[src/rtl/abr_masked_arith_accumulator_pkg.sv]
// Shared types for the masked arithmetic accumulator: FSM states and the share-pair type.
// Every accumulator file imports this package; the share-pair width follows ABR_WIDTH.
package abr_params_pkg;

  localparam int ABR_WIDTH     = 8;
  localparam int ABR_NUM_COEFF = 4;

  typedef enum logic [1:0] {
    IDLE  = 2'd0,
    ACCUM = 2'd1,
    DONE  = 2'd2
  } abr_state_e;

  // First-order arithmetic masking: value = s0 + s1 mod 2^ABR_WIDTH
  typedef struct packed {
    logic [ABR_WIDTH-1:0] s0;
    logic [ABR_WIDTH-1:0] s1;
  } abr_share_pair_t;

endpackage

[src/rtl/abr_masked_arith_accumulator_if.sv]
// Stream interface of the masked accumulator: B2A-format coefficient input and masked-sum output.
// The master side drives coefficients and takes results; the slave side is the accumulator.
interface abr_masked_arith_accumulator_if
  import abr_params_pkg::*;
#(
  parameter int WIDTH = ABR_WIDTH
);
  logic                  zeroize;
  logic                  in_valid;
  logic                  in_ready;
  logic [WIDTH-1:0][1:0] in_arith;
  logic [WIDTH-1:0]      rnd;
  logic                  out_valid;
  logic                  out_ready;
  logic [WIDTH-1:0]      out_share0;
  logic [WIDTH-1:0]      out_share1;
  logic                  busy;

  modport master (
    output zeroize, in_valid, in_arith, rnd, out_ready,
    input  in_ready, out_valid, out_share0, out_share1, busy
  );

  modport slave (
    input  zeroize, in_valid, in_arith, rnd, out_ready,
    output in_ready, out_valid, out_share0, out_share1, busy
  );
endinterface

[src/rtl/abr_masked_share_add.sv]
// Registered single-share accumulator mod 2^WIDTH with clear/load/accumulate controls.
// Clear has priority over load, and load has priority over accumulate.
module abr_masked_share_add
  import abr_params_pkg::*;
#(
  parameter int WIDTH = ABR_WIDTH
) (
  input  logic             clk,
  input  logic             rst,
  input  logic             i_clear,
  input  logic             i_load,
  input  logic             i_acc,
  input  logic [WIDTH-1:0] i_data,
  output logic [WIDTH-1:0] o_sum
);

  logic [WIDTH-1:0] r_sum;

  always_ff @(posedge clk or posedge rst) begin
    if (rst) begin
      r_sum <= '0;
    end else if (i_clear) begin
      r_sum <= '0;
    end else if (i_load) begin
      r_sum <= i_data;
    end else if (i_acc) begin
      r_sum <= r_sum + i_data;
    end
  end

  assign o_sum = r_sum;

endmodule

[src/rtl/abr_masked_arith_accumulator.sv]
// Accumulates arithmetic-masked coefficients share-wise over NUM_COEFF inputs and emits
// the refreshed masked sum (accA + rnd, accR - rnd) without ever recombining the shares.
module abr_masked_arith_accumulator
  import abr_params_pkg::*;
#(
  parameter int WIDTH     = ABR_WIDTH,
  parameter int NUM_COEFF = ABR_NUM_COEFF
) (
  input  logic                           clk,
  input  logic                           rst,
  abr_masked_arith_accumulator_if.slave  bus
);

  localparam int                CNT_W    = $clog2(NUM_COEFF);
  localparam logic [CNT_W-1:0]  LAST_CNT = CNT_W'(NUM_COEFF - 1);

  abr_state_e            r_state;
  abr_state_e            w_state_next;
  logic [CNT_W-1:0]      r_cnt;
  logic [WIDTH-1:0]      r_rnd;

  logic [1:0][WIDTH-1:0] w_in_sh;
  logic [1:0][WIDTH-1:0] w_acc_sh;
  abr_share_pair_t       w_out;

  logic w_in_ready;
  logic w_out_valid;
  logic w_busy;
  logic w_accept;
  logic w_last;
  logic w_clear;
  logic w_load;
  logic w_acc_en;

  // Split the B2A bit-interleaved input into share A (index 0) and share r (index 1)
  generate
    for (genvar gi = 0; gi < WIDTH; gi++) begin : g_unpack
      assign w_in_sh[0][gi] = bus.in_arith[gi][0];
      assign w_in_sh[1][gi] = bus.in_arith[gi][1];
    end
  endgenerate

  assign w_accept = bus.in_valid & w_in_ready & ~bus.zeroize;
  assign w_last   = (r_state == ACCUM) && (r_cnt == LAST_CNT);

  assign w_clear  = bus.zeroize | ((r_state == DONE) & bus.out_ready);
  assign w_load   = w_accept & (r_state == IDLE);
  assign w_acc_en = w_accept & (r_state == ACCUM);

  generate
    for (genvar gi = 0; gi < 2; gi++) begin : g_share
      abr_masked_share_add #(
        .WIDTH (WIDTH)
      ) u_share_add (
        .clk     (clk),
        .rst     (rst),
        .i_clear (w_clear),
        .i_load  (w_load),
        .i_acc   (w_acc_en),
        .i_data  (w_in_sh[gi]),
        .o_sum   (w_acc_sh[gi])
      );
    end
  endgenerate

  always_ff @(posedge clk or posedge rst) begin
    if (rst) begin
      r_state <= IDLE;
    end else begin
      r_state <= w_state_next;
    end
  end

  always_comb begin
    w_state_next = r_state;
    if (bus.zeroize) begin
      w_state_next = IDLE;
    end else begin
      unique case (r_state)
        IDLE:    if (w_accept) w_state_next = ACCUM;
        ACCUM:   if (w_accept && w_last) w_state_next = DONE;
        DONE:    if (bus.out_ready) w_state_next = IDLE;
        default: w_state_next = IDLE;
      endcase
    end
  end

  always_comb begin
    w_in_ready  = (r_state != DONE);
    w_out_valid = (r_state == DONE);
    w_busy      = (r_cnt != '0) || (r_state == DONE);
  end

  // Refresh randomness is captured only on the final accept of a block
  always_ff @(posedge clk or posedge rst) begin
    if (rst) begin
      r_cnt <= '0;
      r_rnd <= '0;
    end else if (bus.zeroize) begin
      r_cnt <= '0;
      r_rnd <= '0;
    end else if (w_load) begin
      r_cnt <= CNT_W'(1);
    end else if (w_acc_en) begin
      if (w_last) begin
        r_cnt <= '0;
        r_rnd <= bus.rnd;
      end else begin
        r_cnt <= r_cnt + 1'b1;
      end
    end else if ((r_state == DONE) && bus.out_ready) begin
      r_rnd <= '0;
    end
  end

  // Outputs derive only from registers that hold still for the whole DONE state
  always_comb begin
    w_out = '0;
    if (r_state == DONE) begin
      w_out.s0 = w_acc_sh[0] + r_rnd;
      w_out.s1 = w_acc_sh[1] - r_rnd;
    end
  end

  assign bus.in_ready   = w_in_ready;
  assign bus.out_valid  = w_out_valid;
  assign bus.busy       = w_busy;
  assign bus.out_share0 = w_out.s0;
  assign bus.out_share1 = w_out.s1;

endmodule

[src/flat_wrapper.sv]
// flat-port wrapper written by rule: the top's interface ports become plain ports
module abr_masked_arith_accumulator_flat import abr_params_pkg::*;
#(
  parameter int WIDTH     = ABR_WIDTH,
  parameter int NUM_COEFF = ABR_NUM_COEFF
)
  (clk, rst, bus_zeroize, bus_in_valid, bus_in_arith, bus_rnd, bus_out_ready, bus_in_ready, bus_out_valid, bus_out_share0, bus_out_share1, bus_busy);
  abr_masked_arith_accumulator_if #(.WIDTH(WIDTH)) bus_i ();
  input  logic clk;
  input  logic rst;
  input wire logic [$bits(bus_i.zeroize)-1:0] bus_zeroize;
  input wire logic [$bits(bus_i.in_valid)-1:0] bus_in_valid;
  input wire logic [$bits(bus_i.in_arith)-1:0] bus_in_arith;
  input wire logic [$bits(bus_i.rnd)-1:0] bus_rnd;
  input wire logic [$bits(bus_i.out_ready)-1:0] bus_out_ready;
  output wire logic [$bits(bus_i.in_ready)-1:0] bus_in_ready;
  output wire logic [$bits(bus_i.out_valid)-1:0] bus_out_valid;
  output wire logic [$bits(bus_i.out_share0)-1:0] bus_out_share0;
  output wire logic [$bits(bus_i.out_share1)-1:0] bus_out_share1;
  output wire logic [$bits(bus_i.busy)-1:0] bus_busy;
  assign bus_i.zeroize = bus_zeroize;
  assign bus_i.in_valid = bus_in_valid;
  assign bus_i.in_arith = bus_in_arith;
  assign bus_i.rnd = bus_rnd;
  assign bus_i.out_ready = bus_out_ready;
  assign bus_in_ready = bus_i.in_ready;
  assign bus_out_valid = bus_i.out_valid;
  assign bus_out_share0 = bus_i.out_share0;
  assign bus_out_share1 = bus_i.out_share1;
  assign bus_busy = bus_i.busy;
  abr_masked_arith_accumulator #(.WIDTH(WIDTH), .NUM_COEFF(NUM_COEFF)) u_core (.clk(clk), .rst(rst), .bus(bus_i));
endmodule
[config.mk]
export PLATFORM = sky130hd
export DESIGN_NAME = abr_masked_arith_accumulator_flat
export DESIGN_NICKNAME = d
export VERILOG_FILES = /design/src/rtl/abr_masked_arith_accumulator_pkg.sv /design/src/rtl/abr_masked_arith_accumulator_if.sv /design/src/rtl/abr_masked_share_add.sv /design/src/rtl/abr_masked_arith_accumulator.sv /design/src/flat_wrapper.sv
export SDC_FILE = /design/constraint.sdc
export NUM_CORES = 1
export LEC_CHECK = 0
export ABC_AREA = 0
export BUFFER_PORTS_ARGS = -buffer_cell sky130_fd_sc_hd__buf_2
export CORE_MARGIN = 2
export CORE_UTILIZATION = 35
export CTS_CLUSTER_SIZE = 8
export DETAILED_ROUTE_END_ITERATION = 6
export GPL_TIMING_DRIVEN = 0
export MAX_ROUTING_LAYER = met4
export PLACE_DENSITY_LB_ADDON = 0.2
export SYNTH_ARGS = -nofsm -noshare
export SYNTH_HDL_FRONTEND = slang
export SYNTH_SLANG_ARGS = --single-unit
[constraint.sdc]
create_clock -name clk -period 1.76 [get_ports clk]
set_input_delay 0.088 -clock clk [delete_from_list [all_inputs] [get_ports clk]]
set_output_delay 0.088 -clock clk [all_outputs]
set_load 0.01 [all_outputs]
==> results.json, run 1 <==
{
  "report.final.slew_viol_count": 0,
  "multiInputGateArea_um2": 1880,
  "synth.top_cell.area_share_pct": 28.3,
  "worstPathMaxFanout": 3,
  "die-width_um": 88.1,
  "slew_worst_pin_ns": 1.12,
  "critPathCaptureType": "output pin",
  "critical_path.cell_chain": "ha_4 > fa_2 > a21o_1 > a21oi_2 > o21bai_1 > a21oi_1 > xor2_1 > nor2_1 > buf_2",
  "routed_via_density": 5.07,
  "route.final.wire_length_um": 6720,
  "failing_checks": "negative setup slack",
  "cts_root_buffer": "sky130_fd_sc_hd__clkbuf_8",
  "synth_top_cells_by_count": "30 x sky130_fd_sc_hd__ha_1, 28 x sky130_fd_sc_hd__dfrtp_1, 25 x sky130_fd_sc_hd__inv_1, 25 x sky130_fd_sc_hd__o21ai_0, 20 x sky130_fd_sc_hd__nor2_1",
  "max_freq_mhz": 438,
  "antennaDiodeCount": 0,
  "cp.required_ns": 1.67,
  "async_reset_ff_share_pct": 100,
  "wl_per_cell_um": 14.9,
  "timing.clock.skew_ns": 0.0117,
  "ctsHtreeMaxLevel": 1,
  "sequentialPowerShare_pct": 39.2,
  "initial_utilization_pct": 36.2,
  "final_cell_count_without_fillers": 451,
  "drtPass1Iterations": 4,
  "synth_enable_flop_cells": 0,
  "detail_route.drc_violations": 0,
  "grt_antenna_before_repair": 0,
  "floorplan.die_area_um2": 7760,
  "synth_seq_area_share_pct": 28.3,
  "finalCritPeriodShare_pct": 130,
  "sum_of_overflow_across_all_layers_after_global_routing": 0,
  "final-setup-viol-count": 17,
  "synthesis.yosys.warnings": 0,
  "critical-path-max-stage-delay_ns": 0.48,
  "worst_ep_arrival_time_ns": 2.19,
  "dp_cells": 423,
  "grtUsageTotal_pct": 18.4,
  "internal_power_w": 0.00128,
  "worst_hold_path_type": "input port to flip-flop",
  "clock_power_share_pct": 28.5,
  "worst_ir_drop_on_vdd_mv": 0.289,
  "synth-main-ff-cell": "sky130_fd_sc_hd__dfrtp_1",
  "dp_slack_ns": -0.337,
  "startpoint_type": "flip-flop",
  "final_net_count": 419,
  "tritoncts": "built",
  "final.fill_count": 680,
  "hold_violation_count_in_the_final_report": 0,
  "power.share.switching_pct": 31.9,
  "rows": 30,
  "ff_latch_area_um2": 707,
  "grt_first_pass_wirelength_um": 10700,
  "ant_nets": 0,
  "dieHeight_um": 88.1,
  "core_area_um2": 6830,
  "cellLeakagePower_nw": 1.56,
  "max-cap-violations": 0,
  "clk_latency_ns": 0.29,
  "cts-buffers-inserted": 3,
  "combPwrFrac_pct": 32.4,
  "syn-num-nets": 344,
  "syn-cell-area_um2": 2470,
  "gp_congestion": 0.787,
  "net_switching_power_of_the_design_w": 0.000597,
  "most_numerous_cell_in_the_yosys_netlist": "sky130_fd_sc_hd__ha_1",
  "drt_iter0_markers": 111,
  "numClockSinks": 28,
  "post-dp-hpwl_um": 4980,
  "setup.worst_path.class": "flip-flop to output pin",
  "rsz0062_at_grt": "yes",
  "final_layout_size_suffix_gt1_share_pct": 38.6,
  "vias_in_the_first_global_route": 2185,
  "ys_types": 41,
  "synthesis.instances": 281,
  "clk_path_buf_depth": 2,
  "outcome": "finished, violations left",
  "area.growth.synth_to_final_pct": 36.5,
  "crit_path_top_delay_cell": "sky130_fd_sc_hd__dfrtp_2",
  "power_density_nw_per_um2": 555,
  "netlist_top_cells_area": "sky130_fd_sc_hd__dfrtp_1 28%, sky130_fd_sc_hd__ha_1 15%, sky130_fd_sc_hd__o21ai_0 5.1%",
  "post-synth-top-area-cell": "sky130_fd_sc_hd__dfrtp_1",
  "syn_avg_cell_area_um2": 8.81,
  "final_period_minus_worst_setup_slack_ns": 2.28,
  "port_buffers": 46,
  "grt_max_degree": 29,
  "vias": 2287,
  "postLayoutSetupSlackWorst_ns": -0.523,
  "yosys_register_bits": 28,
  "timing.slew.headroom_pct": 25.2,
  "floorplan.io_pins": 48,
  "cts.clk_slew.worst_paths_ns": 0.11
}
==> registers in the layout, indices dropped and copies added, names as in the netlist <==
signal and cells:
u_core.g_share.u_share_add.o_sum 16, u_core.r_cnt 2, u_core.r_rnd 8, u_core.r_state 2
==> power groups by stage <==
stage	clock network [W]	logic, W	registers [W]
after floorplan	0	0.000368	0.000723
after global placement	0	0.000484	0.000743
after detailed placement	0	0.000488	0.000744
after CTS	0.000537	0.000535	0.000731
after global routing	0.000565	0.000686	0.000740
final	0.000533	0.000607	0.000734
==> final timing paths <==
kind                                                        start                                      to  slack [ns]  cells past startpoint
min                                                    bus_rnd[0]                         u_core.r_rnd[0]      0.0002                      2
max reg2reg                u_core.g_share[0].u_share_add.o_sum[0]  u_core.g_share[0].u_share_add.o_sum[6]       -0.09                     10
min reg2reg                u_core.g_share[1].u_share_add.o_sum[2]  u_core.g_share[1].u_share_add.o_sum[2]        0.56                      2
max in group asynchronous                                     rst  u_core.g_share[0].u_share_add.o_sum[1]        0.94                      2
min in group asynchronous                                     rst                         u_core.r_cnt[1]        0.06                      2
max                                               u_core.r_rnd[0]                       bus_out_share0[6]       -0.52                      9
==> worst max-delay path: cells and delay by family, from the launching register on <==
family	cells	cell delay, ns
AOI/OAI and AO/OA	4	0.54
adders and majority gates	2	0.51
DFF	1	0.48
xor gates and xnor gates	1	0.17
buffers and inverters	1	0.14
and+or+nand+nor	1	0.06
==> layout by cell type (no fill, tap or decap), types with 10 or more instances in the layout <==
cell type                 instances
sky130_fd_sc_hd__dfrtp_1         23
sky130_fd_sc_hd__ha_1            21
sky130_fd_sc_hd__inv_1           19
sky130_fd_sc_hd__a21oi_1         12
sky130_fd_sc_hd__a22o_1          10
sky130_fd_sc_hd__nand2_1         16
sky130_fd_sc_hd__buf_4           19
sky130_fd_sc_hd__nor2_1          20
sky130_fd_sc_hd__buf_2           49
sky130_fd_sc_hd__o21ai_0         15
==> cell families after synthesis <==
group	after synthesis	share of synthesized area (%)
XOR/XNOR	18	6.37
AO/OA/AOI/OAI	88	24.0
buffers and inverters	33	5.86
AND/OR/NAND/NOR	74	14.7
flip-flops	28	28.3
multiplexers	6	2.43
adder cells (fa/ha/maj)	34	18.4
==> final cells by class <==
type | instances | area share, %
multi-input combinational | 220 | 55.7
timing repair buffer | 70 | 12.9
clock buffer | 3 | 1.22
inverter | 25 | 3.04
sequential | 28 | 20.9
tap | 96 | 3.56
buffer | 8 | 1.74
clock inverter | 1 | 0.889
==> metrics by stage <==
step	TNS [ns]	cell area (µm²)	util, %	power (W)	hold WS [ns]
6_report	-4.09	3380	49.4	0.00187	0.000230
3_3_place_gp	-1.68	2850	41.6	0.00123	0.308
5_1_grt	-5.82	3380	49.4	0.00199	0.00328
2_1_floorplan	-0.121	2490	-	0.00109	0.153
4_1_cts	-4.11	3120	45.7	0.00180	0.00270
3_5_place_dp	-1.64	2850	41.6	0.00123	0.308
==> metal layers <==
layer / track usage (%) / part of all wire [%] / up-vias
li1: - / - / 1145
met1: 24.7 / 48 / 1091
met2: 29.9 / 47 / 45
met3: 2.54 / 3.8 / 6
met4: 3.58 / 0.89 / 0
met5: - / 0 / -
==> timing repair <==
action	CTS	global route
gates cloned	0	0
resized for setup	36	39
setup endpoints to repair	23	34
hold buffers	0	0
pin swaps	16	33
setup buffers	14	10
(Power assumes the default switching activity.)
==> run 2: changes to the inputs <==
--- a/config.mk
+++ b/config.mk
@@ -8,7 +8,7 @@
 export ABC_AREA = 0
 export BUFFER_PORTS_ARGS = -buffer_cell sky130_fd_sc_hd__buf_2
 export CORE_MARGIN = 2
-export CORE_UTILIZATION = 35
+export CORE_UTILIZATION = 49
 export CTS_CLUSTER_SIZE = 8
 export DETAILED_ROUTE_END_ITERATION = 6
 export GPL_TIMING_DRIVEN = 0
==> results.json, run 2 (synthesis results as in run 1) <==
{
  "clk_path_buf_depth": 2,
  "final_period_minus_worst_setup_slack_ns": 2.33,
  "grt_max_degree": 29,
  "cts-buffers-inserted": 3,
  "clk_latency_ns": 0.28,
  "max-cap-violations": 0,
  "finalCritPeriodShare_pct": 132,
  "postLayoutSetupSlackWorst_ns": -0.570,
  "worstPathMaxFanout": 3,
  "dp_cells": 394,
  "drtPass1Iterations": 4,
  "setup.worst_path.class": "flip-flop to output pin",
  "power_density_nw_per_um2": 522,
  "worst_ep_arrival_time_ns": 2.24,
  "final.fill_count": 394,
  "cp.required_ns": 1.67,
  "final_cell_count_without_fillers": 425,
  "grtUsageTotal_pct": 23.9,
  "mostFrequentLayoutCells": "48 x sky130_fd_sc_hd__buf_2, 25 x sky130_fd_sc_hd__dfrtp_1, 21 x sky130_fd_sc_hd__ha_1, 20 x sky130_fd_sc_hd__nor2_1, 19 x sky130_fd_sc_hd__inv_1",
  "most_frequent_standard_cell_in_the_layout_excluding_fill_and_tap_cells": "sky130_fd_sc_hd__buf_2",
  "max_freq_mhz": 429,
  "sum_of_overflow_across_all_layers_after_global_routing": 0,
  "post-dp-hpwl_um": 4660,
  "floorplan.die_area_um2": 5640,
  "vias_in_the_first_global_route": 2059,
  "startpoint_type": "flip-flop",
  "flip_flop_count_of_the_largest_register_all_copies_and_words_added": 16,
  "timing.slew.headroom_pct": 30.0,
  "final-setup-viol-count": 20,
  "die-width_um": 75.1,
  "timing.clock.skew_ns": 0.00158,
  "worst_hold_path_type": "input port to flip-flop",
  "ctsHtreeMaxLevel": 1,
  "floorplan.io_pins": 48,
  "grt_first_pass_wirelength_um": 9790,
  "slew_worst_pin_ns": 1.05,
  "final_net_count": 422,
  "holdBufCountCts": 0,
  "cellLeakagePower_nw": 1.59,
  "wl_per_cell_um": 15.6,
  "routed_via_density": 5.48,
  "gp_congestion": 0.891,
  "route.final.wire_length_um": 6630,
  "dp_slack_ns": -0.308,
  "antennaDiodeCount": 0,
  "report.final.slew_viol_count": 0,
  "port_buffers": 46,
  "rsz0062_at_grt": "yes",
  "worst_ir_drop_on_vdd_mv": 0.413,
  "cts_root_buffer": "sky130_fd_sc_hd__clkbuf_8",
  "area.growth.synth_to_final_pct": 35.9,
  "rows": 25,
  "numClockSinks": 28,
  "initial_utilization_pct": 51.7,
  "outcome": "finished, violations left",
  "grt_antenna_before_repair": 0,
  "hold_violation_count_in_the_final_report": 0,
  "core_area_um2": 4790,
  "final_layout_size_suffix_gt1_share_pct": 38.5,
  "critPathCaptureType": "output pin",
  "cts.clk_slew.worst_paths_ns": 0.09,
  "total_negative_slack_ns": -4.56,
  "dieHeight_um": 75.1,
  "failing_checks": "negative setup slack",
  "ant_nets": 0,
  "tritoncts": "built",
  "drt_iter0_markers": 119,
  "vias": 2331,
  "detail_route.drc_violations": 0
}
## run 2: changes by cell type in the layout (fill, tap and decap cells not counted), moves of 2 or more
cell,previous run,this run
sky130_fd_sc_hd__buf_6,9,13
sky130_fd_sc_hd__dfrtp_1,23,25
sky130_fd_sc_hd__dfrtp_2,5,3
sky130_fd_sc_hd__ha_2,0,2
sky130_fd_sc_hd__ha_4,9,7
## run 2: timing repair
action                     4_1_cts  5_1_grt
setup buffers                   17       14
setup endpoints to repair       22       35
pin swaps                       22       27
gates cloned                     0        0
resized for setup               41       34
## run 2: through the flow
step                hold WS [ns]  utilization [%]  total power (W)  instance area (µm²)
finish                    0.0192             70.3          0.00176                 3360
floorplan                  0.153                -          0.00109                 2490
CTS                       0.0173             65.5          0.00168                 3130
detailed placement         0.310             58.7          0.00123                 2810
global route              0.0146             70.3          0.00186                 3360
global placement           0.308             58.7          0.00122                 2810
## run 2: final timing paths
kind | endpoint | from | slack (ns) | cells after the start
min | u_core.r_rnd[1] | bus_rnd[1] | 0.02 | 2
min in group asynchronous | u_core.r_cnt[1] | rst | 0.05 | 2
max reg2reg | u_core.g_share[1].u_share_add.o_sum[6] | u_core.g_share[1].u_share_add.o_sum[0] | -0.10 | 11
max | bus_out_share1[6] | u_core.r_rnd[0] | -0.57 | 10
max in group asynchronous | u_core.g_share[1].u_share_add.o_sum[1] | rst | 1.01 | 2
min reg2reg | u_core.r_state[0] | u_core.r_state[1] | 0.51 | 1
## run 2: cell type report
class / instances / area, µm² / share of cell area (%)
inverters: 25 / 100 / 2.98
repair buffers: 73 / 492 / 14.6
flip-flops and latches: 28 / 704 / 20.9
multi-input cells: 220 / 1870 / 55.7
clock buffers: 4 / 55.1 / 1.64
plain buffers: 8 / 53.8 / 1.60
well taps: 67 / 83.8 / 2.49
## run 2: per-layer routing
metal | wire (µm) | GRT usage [%]
met3 | 240 | 2.95
met4 | 132 | 6.55
met1 | 3050 | 32.9
met2 | 3200 | 37.2
met5 | 0 | -
## run 2: where the power goes
group / internal [W] / switching, W
logic: 0.000298 / 0.000320
registers: 0.000680 / 0.0000541
clock network: 0.000201 / 0.000204
## run 2: worst max-delay path: stages, from the launching register on
cell and delay (ns):
sky130_fd_sc_hd__dfrtp_1 0.44, sky130_fd_sc_hd__ha_2 0.23, sky130_fd_sc_hd__inv_2 0.04, sky130_fd_sc_hd__fa_2 0.33, sky130_fd_sc_hd__a21o_1 0.17, sky130_fd_sc_hd__a21oi_2 0.14, sky130_fd_sc_hd__o21bai_1 0.09, sky130_fd_sc_hd__a21oi_2 0.14
sky130_fd_sc_hd__xor2_1 0.17, sky130_fd_sc_hd__nor2_1 0.06, sky130_fd_sc_hd__buf_2 0.13
